==> config.mk <==
export PLATFORM = sky130hd
export DESIGN_NAME = control_unit
export DESIGN_NICKNAME = d
export VERILOG_FILES = /design/src/rtl/cu_pkg.sv /design/src/rtl/control_unit.sv
export SDC_FILE = /design/constraint.sdc
export NUM_CORES = 1
export LEC_CHECK = 0
export ABC_CLOCK_PERIOD_IN_PS = 3190
export CAP_MARGIN = 20
export CORE_ASPECT_RATIO = 1.2
export CORE_MARGIN = 2
export CORE_UTILIZATION = 37
export DETAILED_ROUTE_END_ITERATION = 8
export PLACE_DENSITY = 0.92
export SYNTH_ARGS = -nofsm -noshare
export SYNTH_HDL_FRONTEND = slang
export SYNTH_SLANG_ARGS = --single-unit
==> constraint.sdc <==
create_clock -name clock -period 3.19 [get_ports clock]
set_input_delay 0.7975 -clock clock [delete_from_list [all_inputs] [get_ports clock]]
set_output_delay 0.7975 -clock clock [all_outputs]
set_load 0.005 [all_outputs]
==> src/rtl/cu_pkg.sv <==
// cu_pkg
// Shared definitions for the Mini SRC hardwired control unit:
//   - opcode values (IR[31:27])
//   - sequencer state encoding
//   - bit positions of every signal in the ctrl bundle
//   - opcode classification and last-step helpers used by the sequencer
package cu_pkg;

    localparam int OPCODE_W = 5;
    localparam int CTRL_W   = 32;

    // Opcodes
    localparam logic [OPCODE_W-1:0] OP_LD   = 5'b00000;
    localparam logic [OPCODE_W-1:0] OP_LDI  = 5'b00001;
    localparam logic [OPCODE_W-1:0] OP_ST   = 5'b00010;
    localparam logic [OPCODE_W-1:0] OP_ADD  = 5'b00011;
    localparam logic [OPCODE_W-1:0] OP_SUB  = 5'b00100;
    localparam logic [OPCODE_W-1:0] OP_AND  = 5'b00101;
    localparam logic [OPCODE_W-1:0] OP_OR   = 5'b00110;
    localparam logic [OPCODE_W-1:0] OP_SHR  = 5'b00111;
    localparam logic [OPCODE_W-1:0] OP_SHRA = 5'b01000;
    localparam logic [OPCODE_W-1:0] OP_SHL  = 5'b01001;
    localparam logic [OPCODE_W-1:0] OP_ROR  = 5'b01010;
    localparam logic [OPCODE_W-1:0] OP_ROL  = 5'b01011;
    localparam logic [OPCODE_W-1:0] OP_ADDI = 5'b01100;
    localparam logic [OPCODE_W-1:0] OP_ANDI = 5'b01101;
    localparam logic [OPCODE_W-1:0] OP_ORI  = 5'b01110;
    localparam logic [OPCODE_W-1:0] OP_MUL  = 5'b01111;
    localparam logic [OPCODE_W-1:0] OP_DIV  = 5'b10000;
    localparam logic [OPCODE_W-1:0] OP_NEG  = 5'b10001;
    localparam logic [OPCODE_W-1:0] OP_NOT  = 5'b10010;
    localparam logic [OPCODE_W-1:0] OP_BR   = 5'b10011;
    localparam logic [OPCODE_W-1:0] OP_JR   = 5'b10100;
    localparam logic [OPCODE_W-1:0] OP_JAL  = 5'b10101;
    localparam logic [OPCODE_W-1:0] OP_IN   = 5'b10110;
    localparam logic [OPCODE_W-1:0] OP_OUT  = 5'b10111;
    localparam logic [OPCODE_W-1:0] OP_MFHI = 5'b11000;
    localparam logic [OPCODE_W-1:0] OP_MFLO = 5'b11001;
    localparam logic [OPCODE_W-1:0] OP_NOP  = 5'b11010;
    localparam logic [OPCODE_W-1:0] OP_HALT = 5'b11011;

    // Sequencer states
    typedef enum logic [3:0] {
        S_RESET  = 4'd0,
        S_T0     = 4'd1,
        S_T1     = 4'd2,
        S_T2     = 4'd3,
        S_T3     = 4'd4,
        S_T4     = 4'd5,
        S_T5     = 4'd6,
        S_T6     = 4'd7,
        S_T7     = 4'd8,
        S_HALTED = 4'd9
    } state_t;

    // Bit positions within the ctrl bundle
    localparam int CTRL_PCOUT      = 0;
    localparam int CTRL_PCIN       = 1;
    localparam int CTRL_INCPC      = 2;
    localparam int CTRL_MARIN      = 3;
    localparam int CTRL_MDRIN      = 4;
    localparam int CTRL_MDROUT     = 5;
    localparam int CTRL_READ       = 6;
    localparam int CTRL_WRITE      = 7;
    localparam int CTRL_IRIN       = 8;
    localparam int CTRL_YIN        = 9;
    localparam int CTRL_ZLOWIN     = 10;
    localparam int CTRL_ZHIGHIN    = 11;
    localparam int CTRL_ZLOWOUT    = 12;
    localparam int CTRL_ZHIGHOUT   = 13;
    localparam int CTRL_GRA        = 14;
    localparam int CTRL_GRB        = 15;
    localparam int CTRL_GRC        = 16;
    localparam int CTRL_RIN        = 17;
    localparam int CTRL_ROUT       = 18;
    localparam int CTRL_BAOUT      = 19;
    localparam int CTRL_COUT       = 20;
    localparam int CTRL_LOIN       = 21;
    localparam int CTRL_HIIN       = 22;
    localparam int CTRL_LOOUT      = 23;
    localparam int CTRL_HIOUT      = 24;
    localparam int CTRL_CONIN      = 25;
    localparam int CTRL_R8IN       = 26;
    localparam int CTRL_INPORTOUT  = 27;
    localparam int CTRL_OUTPORTIN  = 28;

    // Instruction classes: opcodes that share an execute sequence
    typedef enum logic [3:0] {
        C_LD, C_LDI, C_ST, C_ALU, C_IMM, C_MULDIV, C_NEGNOT, C_BR,
        C_JR, C_JAL, C_IN, C_OUT, C_MFHI, C_MFLO, C_NOP, C_HALT
    } op_class_t;

    // One-hot mask for a single ctrl bit
    function automatic logic [CTRL_W-1:0] cbit(input int idx);
        logic [CTRL_W-1:0] m;
        m = '0;
        m[idx] = 1'b1;
        return m;
    endfunction

    // Undefined opcodes (11100-11111) fall into the nop class
    function automatic op_class_t classify(input logic [OPCODE_W-1:0] op);
        op_class_t c;
        if (op == OP_LD)                          c = C_LD;
        else if (op == OP_LDI)                    c = C_LDI;
        else if (op == OP_ST)                     c = C_ST;
        else if (op >= OP_ADD && op <= OP_ROL)    c = C_ALU;
        else if (op >= OP_ADDI && op <= OP_ORI)   c = C_IMM;
        else if (op == OP_MUL || op == OP_DIV)    c = C_MULDIV;
        else if (op == OP_NEG || op == OP_NOT)    c = C_NEGNOT;
        else if (op == OP_BR)                     c = C_BR;
        else if (op == OP_JR)                     c = C_JR;
        else if (op == OP_JAL)                    c = C_JAL;
        else if (op == OP_IN)                     c = C_IN;
        else if (op == OP_OUT)                    c = C_OUT;
        else if (op == OP_MFHI)                   c = C_MFHI;
        else if (op == OP_MFLO)                   c = C_MFLO;
        else if (op == OP_HALT)                   c = C_HALT;
        else                                      c = C_NOP;
        return c;
    endfunction

    // Final execute step of each class; the edge leaving it is an
    // instruction boundary
    function automatic state_t last_step(input op_class_t c);
        state_t s;
        case (c)
            C_LD, C_ST:             s = S_T7;
            C_MULDIV, C_BR:         s = S_T6;
            C_LDI, C_ALU, C_IMM:    s = S_T5;
            C_NEGNOT, C_JAL:        s = S_T4;
            default:                s = S_T3;
        endcase
        return s;
    endfunction

endpackage

==> src/rtl/control_unit.sv <==
// control_unit
// Hardwired Moore sequencer for the Mini SRC datapath. Steps through
// fetch (T0-T2) and the opcode-specific execute steps (T3-T7), driving
// every register enable, tristate output and memory strobe.
//
// Ports:
//   clock   in   rising-edge system clock
//   clear   in   asynchronous active-high reset
//   ir      in   instruction register from datapath (opcode = ir[31:27])
//   con_ff  in   branch condition flip-flop from datapath
//   stop    in   external stop request, honoured at instruction boundaries
//   ctrl    out  control bundle, bit map in cu_pkg
//   alu_op  out  ALU operation select
//   run     out  high while executing (not in RESET/HALTED)
//   state   out  current step, cu_pkg encoding (debug)
module control_unit
    import cu_pkg::*;
#(
    parameter int OPW   = 5,
    parameter int CTRLW = 32
) (
    input  logic              clock,
    input  logic              clear,
    input  logic [31:0]       ir,
    input  logic              con_ff,
    input  logic              stop,
    output logic [CTRLW-1:0]  ctrl,
    output logic [OPW-1:0]    alu_op,
    output logic              run,
    output logic [3:0]        state
);

    state_t                 state_reg;
    state_t                 state_next;
    logic                   halt_flag_reg;
    logic                   halt_flag_next;

    logic [OPCODE_W-1:0]    opcode;
    op_class_t              op_class;
    logic [CTRL_W-1:0]      ctrl_word;
    logic [OPCODE_W-1:0]    alu_word;

    // Only the opcode field matters to the sequencer
    logic                   unused_ir_bits;
    assign unused_ir_bits = ^ir[31-OPCODE_W:0];

    assign opcode   = ir[31 -: OPCODE_W];
    assign op_class = classify(opcode);

    // ------------------------------------------------------------------
    // State register. halt_flag_reg distinguishes a halt-instruction stop
    // (sticky until clear) from an external stop (resumes on stop=0).
    // ------------------------------------------------------------------
    always_ff @(posedge clock or posedge clear) begin
        if (clear) begin
            state_reg     <= S_RESET;
            halt_flag_reg <= 1'b0;
        end else begin
            state_reg     <= state_next;
            halt_flag_reg <= halt_flag_next;
        end
    end

    // ------------------------------------------------------------------
    // Next-state logic
    // ------------------------------------------------------------------
    always_comb begin
        state_next     = state_reg;
        halt_flag_next = halt_flag_reg;
        case (state_reg)
            S_RESET: state_next = S_T0;
            S_T0:    state_next = S_T1;
            S_T1:    state_next = S_T2;
            S_T2:    state_next = S_T3;
            S_T3, S_T4, S_T5, S_T6, S_T7: begin
                if (state_reg == last_step(op_class)) begin
                    if (op_class == C_HALT) begin
                        state_next     = S_HALTED;
                        halt_flag_next = 1'b1;
                    end else if (stop) begin
                        state_next     = S_HALTED;
                    end else begin
                        state_next     = S_T0;
                    end
                end else begin
                    state_next = state_t'(state_reg + 4'd1);
                end
            end
            S_HALTED: begin
                if (!halt_flag_reg && !stop) begin
                    state_next = S_T0;
                end
            end
            default: state_next = S_RESET;
        endcase
    end

    // ------------------------------------------------------------------
    // Output decode from {state, opcode class}. Only the state register,
    // the stable ir and the already-latched con_ff feed this, so the
    // outputs settle once per cycle well before the datapath samples them.
    // RESET and HALTED leave everything at the defaults.
    // ------------------------------------------------------------------
    always_comb begin
        ctrl_word = '0;
        alu_word  = OP_ADD;
        case (state_reg)
            S_T0: ctrl_word = cbit(CTRL_PCOUT) | cbit(CTRL_MARIN);
            S_T1: ctrl_word = cbit(CTRL_READ) | cbit(CTRL_MDRIN) | cbit(CTRL_INCPC);
            S_T2: ctrl_word = cbit(CTRL_MDROUT) | cbit(CTRL_IRIN);

            S_T3: begin
                case (op_class)
                    C_LD, C_LDI, C_ST:
                        ctrl_word = cbit(CTRL_GRB) | cbit(CTRL_BAOUT) | cbit(CTRL_YIN);
                    C_ALU, C_IMM:
                        ctrl_word = cbit(CTRL_GRB) | cbit(CTRL_ROUT) | cbit(CTRL_YIN);
                    C_MULDIV:
                        ctrl_word = cbit(CTRL_GRA) | cbit(CTRL_ROUT) | cbit(CTRL_YIN);
                    C_NEGNOT: begin
                        // Unary ops go straight to Z with no Y operand
                        ctrl_word = cbit(CTRL_GRB) | cbit(CTRL_ROUT) | cbit(CTRL_ZLOWIN);
                        alu_word  = opcode;
                    end
                    C_BR:
                        ctrl_word = cbit(CTRL_GRA) | cbit(CTRL_ROUT) | cbit(CTRL_CONIN);
                    C_JR:
                        ctrl_word = cbit(CTRL_GRA) | cbit(CTRL_ROUT) | cbit(CTRL_PCIN);
                    C_JAL:
                        ctrl_word = cbit(CTRL_PCOUT) | cbit(CTRL_R8IN);
                    C_IN:
                        ctrl_word = cbit(CTRL_INPORTOUT) | cbit(CTRL_GRA) | cbit(CTRL_RIN);
                    C_OUT:
                        ctrl_word = cbit(CTRL_GRA) | cbit(CTRL_ROUT) | cbit(CTRL_OUTPORTIN);
                    C_MFHI:
                        ctrl_word = cbit(CTRL_HIOUT) | cbit(CTRL_GRA) | cbit(CTRL_RIN);
                    C_MFLO:
                        ctrl_word = cbit(CTRL_LOOUT) | cbit(CTRL_GRA) | cbit(CTRL_RIN);
                    default: ctrl_word = '0;   // nop, undefined, halt
                endcase
            end

            S_T4: begin
                case (op_class)
                    C_LD, C_LDI, C_ST:
                        ctrl_word = cbit(CTRL_COUT) | cbit(CTRL_ZLOWIN);
                    C_ALU: begin
                        ctrl_word = cbit(CTRL_GRC) | cbit(CTRL_ROUT) | cbit(CTRL_ZLOWIN);
                        alu_word  = opcode;
                    end
                    C_IMM: begin
                        ctrl_word = cbit(CTRL_COUT) | cbit(CTRL_ZLOWIN);
                        alu_word  = opcode;
                    end
                    C_MULDIV: begin
                        ctrl_word = cbit(CTRL_GRB) | cbit(CTRL_ROUT) |
                                    cbit(CTRL_ZLOWIN) | cbit(CTRL_ZHIGHIN);
                        alu_word  = opcode;
                    end
                    C_NEGNOT:
                        ctrl_word = cbit(CTRL_ZLOWOUT) | cbit(CTRL_GRA) | cbit(CTRL_RIN);
                    C_BR:
                        ctrl_word = cbit(CTRL_PCOUT) | cbit(CTRL_YIN);
                    C_JAL:
                        ctrl_word = cbit(CTRL_GRA) | cbit(CTRL_ROUT) | cbit(CTRL_PCIN);
                    default: ctrl_word = '0;
                endcase
            end

            S_T5: begin
                case (op_class)
                    C_LD, C_ST:
                        ctrl_word = cbit(CTRL_ZLOWOUT) | cbit(CTRL_MARIN);
                    C_LDI, C_ALU, C_IMM:
                        ctrl_word = cbit(CTRL_ZLOWOUT) | cbit(CTRL_GRA) | cbit(CTRL_RIN);
                    C_MULDIV:
                        ctrl_word = cbit(CTRL_ZLOWOUT) | cbit(CTRL_LOIN);
                    C_BR:
                        ctrl_word = cbit(CTRL_COUT) | cbit(CTRL_ZLOWIN);
                    default: ctrl_word = '0;
                endcase
            end

            S_T6: begin
                case (op_class)
                    C_LD:
                        ctrl_word = cbit(CTRL_READ) | cbit(CTRL_MDRIN);
                    C_ST:
                        ctrl_word = cbit(CTRL_GRA) | cbit(CTRL_ROUT) | cbit(CTRL_MDRIN);
                    C_MULDIV:
                        ctrl_word = cbit(CTRL_ZHIGHOUT) | cbit(CTRL_HIIN);
                    C_BR: begin
                        // Target is always driven; PC only loads if taken
                        ctrl_word = cbit(CTRL_ZLOWOUT);
                        if (con_ff) begin
                            ctrl_word = ctrl_word | cbit(CTRL_PCIN);
                        end
                    end
                    default: ctrl_word = '0;
                endcase
            end

            S_T7: begin
                case (op_class)
                    C_LD:
                        ctrl_word = cbit(CTRL_MDROUT) | cbit(CTRL_GRA) | cbit(CTRL_RIN);
                    C_ST:
                        ctrl_word = cbit(CTRL_WRITE);
                    default: ctrl_word = '0;
                endcase
            end

            default: begin
                ctrl_word = '0;
                alu_word  = OP_ADD;
            end
        endcase
    end

    assign ctrl   = CTRLW'(ctrl_word);
    assign alu_op = OPW'(alu_word);
    assign run    = (state_reg != S_RESET) && (state_reg != S_HALTED);
    assign state  = state_reg;

endmodule

-- Word level (Yosys, flattened, before mapping)
Memory sizes are Yosys's and may differ from the RTL's.
Index checks and enable logic that the tools add are counted.
- bits of input ports: 36
- bits in read-only memories: 64
- register bits after elaboration: 5
- memories kept: 1
- output and inout bits: 42
- equality and inequality tests: 40
- reduce and logical (&&, ||, !) cells: 20
- muxes and demuxes: 31
- add/sub/neg operators: 1
- order comparisons: 4
- memories (memory ; depth ; width ; read ports ; clocked after memory_dff ; wr ports ; RTL line ; source):
    (no name shown) ; 16 ; 4 ; 1 ; 0 ; 0 ; cu_pkg.sv:127 ; case (c)
- operators by type and width (cell ; count):
    one-hot mux 29 bit (11 select lines) ; 1
    one-hot mux 29 bit (8 select lines) ; 1
    one-hot mux 21 bit (6 select lines) ; 1
    one-hot mux 23 bit (4 select lines) ; 1
    one-hot mux 22 bit (4 select lines) ; 1
    equality test 5 bit (second input constant) ; 11
    two-way mux 4 bit ; 13
    equality test 4 bit (second input constant) ; 9
    one-hot mux 18 bit (2 select lines) ; 1
    equality test 4 x 3 -> 1 bit (second input constant) ; 8
    one-hot mux 4 bit (6 select lines) ; 1
    equality test 4 x 2 -> 1 bit (second input constant) ; 4
    two-way mux 3 bit ; 4
    <= comparator 5 x 4 -> 1 bit (second input constant) ; 2
    two-way mux 5 bit ; 2
    one-hot mux 5 bit (2 select lines) ; 1
    OR reduction 3 bit ; 3
    equality test 4 x 1 -> 1 bit (second input constant) ; 2
    zero test 4 bit ; 2
    two-way mux 2 bit ; 3
    equality test 5 x 1 -> 1 bit (second input constant) ; 1
    equality test 5 x 2 -> 1 bit (second input constant) ; 1
    equality test 5 x 4 -> 1 bit (second input constant) ; 1
    >= comparator 5 x 2 -> 1 bit (second input constant) ; 1
    other kinds (15) ; 21

-- Longest topological paths before layout
Gate-level depths: netlist of the first run.
An unclocked memory read counts as a cell.
- word-level depth: 21
- depth in mapped cells: 9

-- Least setup slack after synthesis of the first run
OpenSTA, ideal clock, no wires.
- path kind: input to output
- from: input port ir[31]
- to: output port ctrl[14]
- slack: 273 ps
- stages: 6
- data required time: 2393 ps
- data arrival time: 2119 ps
- path buffers: 1
- cells stage by stage: buf_2 nor4_1 nand3_1 or2_2 o2111ai_1 nand4b_1
- word-level cells in the longest chain between the ends: 20
- RTL lines (item ; RTL line ; source):
    start: declaration ; control_unit.sv:24 ; input logic [31:0] ir,
    equality test 5 bit ; cu_pkg.sv:118 ; else if (op == OP_HALT) c = C_HALT;
    two-way mux 1 bit ; cu_pkg.sv:118 ;
    two-way mux 2 bit ; cu_pkg.sv:117 ; else if (op == OP_MFLO) c = C_MFLO;
    two-way mux 2 bit ; cu_pkg.sv:116 ; else if (op == OP_MFHI) c = C_MFHI;
    two-way mux 3 bit ; cu_pkg.sv:115 ; else if (op == OP_OUT) c = C_OUT;
    two-way mux 3 bit ; cu_pkg.sv:114 ; else if (op == OP_IN) c = C_IN;
    two-way mux 3 bit ; cu_pkg.sv:113 ; else if (op == OP_JAL) c = C_JAL;
    two-way mux 3 bit ; cu_pkg.sv:112 ; else if (op == OP_JR) c = C_JR;
    [... 4 more ...] ; -- ;
    two-way mux 4 bit ; cu_pkg.sv:107 ; else if (op >= OP_ADD && op <= OP_ROL) c = C_ALU;
    two-way mux 4 bit ; cu_pkg.sv:106 ; else if (op == OP_ST) c = C_ST;
    two-way mux 4 bit ; cu_pkg.sv:105 ; else if (op == OP_LDI) c = C_LDI;
    two-way mux 4 bit * ; cu_pkg.sv:104 ; if (op == OP_LD) c = C_LD;
    equality test 4 x 2 -> 1 bit (tied with other cells) ; -- ;
    OR reduction 3 bit (tied with other cells) ; control_unit.sv:113 ; case (op_class)
    one-hot mux 29 bit (11 select lines) (tied with other cells) ; control_unit.sv:113 ;
    one-hot mux 29 bit (8 select lines) * ; control_unit.sv:107 ; case (state_reg)
    end: declaration ; control_unit.sv:27 ; output logic [CTRLW-1:0] ctrl,
Mark *: on every way between the ends. The rest lies on a longest branch, timed or not.

-- Worst setup path after layout of the first run
- from: input port ir[28]
- to: output port ctrl[10]
- word-level cells in the longest chain between the ends: 20
- RTL lines (item ; RTL line):
    equality test 5 bit ; cu_pkg.sv:118
    two-way mux 1 bit ; cu_pkg.sv:118
    two-way mux 2 bit ; cu_pkg.sv:117
    two-way mux 2 bit ; cu_pkg.sv:116
    two-way mux 3 bit ; cu_pkg.sv:115
    two-way mux 3 bit ; cu_pkg.sv:114
    two-way mux 3 bit ; cu_pkg.sv:113
    two-way mux 3 bit ; cu_pkg.sv:112
    [... 4 more ...] ; --
    two-way mux 4 bit ; cu_pkg.sv:107
    two-way mux 4 bit ; cu_pkg.sv:106
    two-way mux 4 bit ; cu_pkg.sv:105
    two-way mux 4 bit * ; cu_pkg.sv:104
    equality test 4 x 2 -> 1 bit (tied with other cells) ; --
    OR reduction 3 bit (tied with other cells) ; control_unit.sv:113
    one-hot mux 29 bit (11 select lines) (tied with other cells) ; control_unit.sv:113
    one-hot mux 29 bit (8 select lines) * ; control_unit.sv:107
Marks and branches as above.

==> results.py, run 1 <==
metrics = {
    "status": {
        "status": "complete, but fails checks",
        "violations": "negative setup slack",
    },
    "sta": {
        "skew_ns": 0.00786,
        "timing.final.crit_share_pct": 101,
        "rsz0062_at_grt": "yes",
        "fin_crit_ns": 3.23,
        "hold_viol": 0,
        "setup_slack_ns": -0.0441,
        "fin_hold_ws_ns": 0.485,
        "drv_slew": 0,
        "setup_viol": 3,
        "fmax_mhz": 309,
    },
    "run": {
        "max_cap_viol_count": 0,
    },
    "hold_path": {
        "min_from": "halt_flag_reg$_DFFE_PP0P_",
        "hp-class": "flop to flop",
        "holdPathEnd": "halt_flag_reg$_DFFE_PP0P_",
        "hold_depth": 1,
    },
    "clock_tree": {
        "h-tree-depth": 1,
        "cts.sinks": 5,
        "cts_root_buf": "clkbuf_4",
        "cts_buffers": 3,
        "clk_pin_slew_ns": 0.05,
        "cts_tree": "yes",
        "clock_tree.buffer_depth": 2,
        "clk_latency_ns": 0.25,
    },
    "placement": {
        "io_buffer_count": 47,
        "dp_cells": 310,
        "dpl.hpwl_um": 3660,
        "place_congestion": 0.965,
    },
    "setup_path": {
        "critPathMaxStageDelay_ns": 0.49,
        "worstPathArrival_ns": 2.44,
        "worst-path-max-fanout": 6,
        "crit_chain": "clkdlybuf4s15_2 -> buf_4 -> or2_2 -> o31ai_2 -> buf_4 -> a211o_1 -> clkdlybuf4s50_1",
        "worstReg2RegStart": "state[0]$_DFFE_PP0P_",
        "r2r-end": "state[2]$_DFFE_PP0P_",
        "path_class": "input port to output pin",
        "r2r_slack_ns": 0.95,
        "start_kind": "input port",
        "crit_slowest_cell": "clkdlybuf4s50_1",
        "crit_top_cell": "buf_4",
        "required_ns": 2.39,
        "worstRegToRegCells": 9,
        "endpoint_kind": "output pin",
    },
    "synthesis": {
        "syn_area_per_cell_um2": 6.21,
        "synth_cell_types": 50,
        "ys.flop_type": "dfrtp_1",
        "syn_area_um2": 1200,
        "ys_warn_count": 0,
        "synth_edf_count": 0,
        "synthArstFlopShare_pct": 100,
        "synth.yosys.seq_area_share_pct": 10.4,
        "ys_seq_elements": 5,
        "synthCells": 193,
    },
    "pwr": {
        "ir_worst_vdd_v": 0.000498,
        "p_per_area_nw_per_um2": 461,
        "total_power_uw": 1050,
        "p_leak_uw": 0.00110,
    },
    "global_routing": {
        "grt_pass1_vias": 1856,
        "grt_pass1_wl_um": 8530,
        "grt_overflow": 0,
        "grt_usage_pct": 29.2,
        "grt_max_degree": 15,
        "antenna_found_initial": 0,
    },
    "route": {
        "dr_total_vias": 1939,
        "via_per_inst": 5.93,
        "antenna_left": 0,
        "drc": 0,
        "first_pass_iters": 6,
        "routed_wl_um": 5640,
        "wl_per_cell_um": 17.3,
        "drt_iter0_drc": 127,
    },
    "die": {
        "die_h_um": 66.4,
        "num_rows": 22,
        "initial_utilization_pct": 38.9,
        "die_w_um": 56.0,
        "core_area_um2": 3080,
        "top_level_ports": 78,
        "die-area_um2": 3710,
    },
    "final_layout": {
        "fillers": 223,
        "syn2layout_area_growth_pct": 89.7,
        "layoutNonFillerInstCount": 327,
        "num-nets-final": 332,
        "diodes": 0,
        "drive_gt1_share_pct": 37.5,
        "largest_reg_flops": 4,
    },
}
[layer usage]
metal | vias to the layer above | global-route usage (%) | routed length, um
li1 | 883 | - | -
met3 | 35 | 4.89 | 316
met4 | 0 | 20.5 | 303
met1 | 894 | 28.7 | 2070
met5 | - | 0 | 0
met2 | 127 | 55.1 | 2950
[what timing repair did]
item / CTS / global route
endpoints found under the setup margin: 32 / 14
hold endpoints to repair: 0 / 0
pin swaps: 12 / 6
buffers inserted: 5 / 4
hold buffers: 0 / 0
gates resized for setup: 67 / 18
cloned: 3 / 1
[final cells by class]
class	count	area, um^2	area share, %
Inverter	9	33.8	1.49
Sequential cell	5	126	5.56
Multi-Input combinational cell	163	1090	48.2
Timing Repair Buffer	110	947	41.7
Clock buffer	4	26.3	1.16
Tap cell	36	45.0	1.98
[logic make-up (layout without fill, tap and decap cells)]
family / Yosys count / count (layout) / synth area share (%)
muxes: 2 / 2 / 1.77
AOI/OAI and AO/OA: 55 / 55 / 30.4
buffers and inverters: 27 / 123 / 11.4
adders and majority gates: 4 / 4 / 4.18
DFF: 5 / 5 / 10.4
and+or+nand+nor: 99 / 99 / 41.5
other: 1 / 3 / 0.313
[how the worst max path moves through the flow]
| stage | from | to | cells after the start |
|---|---|---|---|
| after floorplan | ir[31] | ctrl[14] | 6 |
| after global routing | ir[31] | ctrl[10] | 8 |
| after detailed placement | ir[30] | ctrl[14] | 8 |
| after global placement | ir[30] | ctrl[14] | 8 |
| after CTS | ir[27] | alu_op[0] | 8 |
| final | ir[28] | ctrl[10] | 7 |
[where the power goes]
| group | switching [uW] | internal [uW] |
|---|---|---|
| combinational | 438 | 424 |
| sequential | 23.9 | 86.6 |
| clock | 28.3 | 47.4 |
| total | 491 | 558 |
[through the flow]
step | cell area (um^2) | TNS [ns] | utilization [%] | worst slack [ns]
after floorplan | 1210 | 0 | - | 0.273
after CTS | 2200 | -0.112 | 71.3 | -0.0678
final | 2270 | -0.0803 | 73.7 | -0.0441
after global routing | 2270 | -0.336 | 73.7 | -0.0887
after global placement | 1990 | -11.09 | 64.7 | -0.570
after detailed placement | 1990 | -12.27 | 64.7 | -0.609
[cells in the mapped netlist (2+ instances only)]
cell type / count / area share [%]
a31oi_1: 2 / 1.0
buf_4: 6 / 3.8
nor2b_1: 6 / 3.1
o31ai_1: 3 / 1.9
a22o_1: 2 / 1.5
nand3_1: 5 / 2.1
nor4_1: 3 / 1.6
clkbuf_1: 7 / 2.2
nand4_1: 2 / 1.0
a21o_1: 2 / 1.3
a211o_1: 2 / 1.5
inv_1: 9 / 2.8
a31o_2: 2 / 1.5
buf_2: 4 / 1.7
or3_1: 3 / 1.6
or2_2: 5 / 2.6
nor2_1: 22 / 6.9
ha_1: 4 / 4.2
and2_1: 3 / 1.6
dfrtp_1: 5 / 10
o21ai_0: 14 / 5.8
nor3_1: 7 / 2.9
nand4b_1: 2 / 1.5
nand2_1: 27 / 8.5
o22ai_1: 3 / 1.6
nand2b_1: 6 / 3.1
a21oi_1: 12 / 5.0
and3_1: 3 / 1.6
[worst max-delay path, delay by kind of cell]
kind                   cells  cell delay (ns)
buffers and inverters      4             1.02
and+or+nand+nor            1             0.30
AOI/OAI and AO/OA          2             0.32
[cell usage in the layout (no fill, tap or decap), drive strengths merged, types with 4 or more instances in the layout]
cell / netlist / layout
buf: 11 / 66
clkdlybuf4s50: 0 / 23
dfrtp: 5 / 5
nand2b: 6 / 6
inv: 9 / 9
o21ai: 16 / 16
clkbuf: 7 / 4
nor2b: 6 / 6
ha: 4 / 4
dlygate4sd2: 0 / 15
nand3: 5 / 5
nand2: 27 / 27
nor3: 7 / 7
or2: 5 / 5
a21oi: 12 / 12
nor2: 22 / 22
Power figures use the tool's default switching activity.
==> inputs of run 2 (changes only) <==
Settings changed: CAP_MARGIN 20 to 10.
==> results of run 2 <==
Final layout, timing and power as in run 1 (identical DEF).
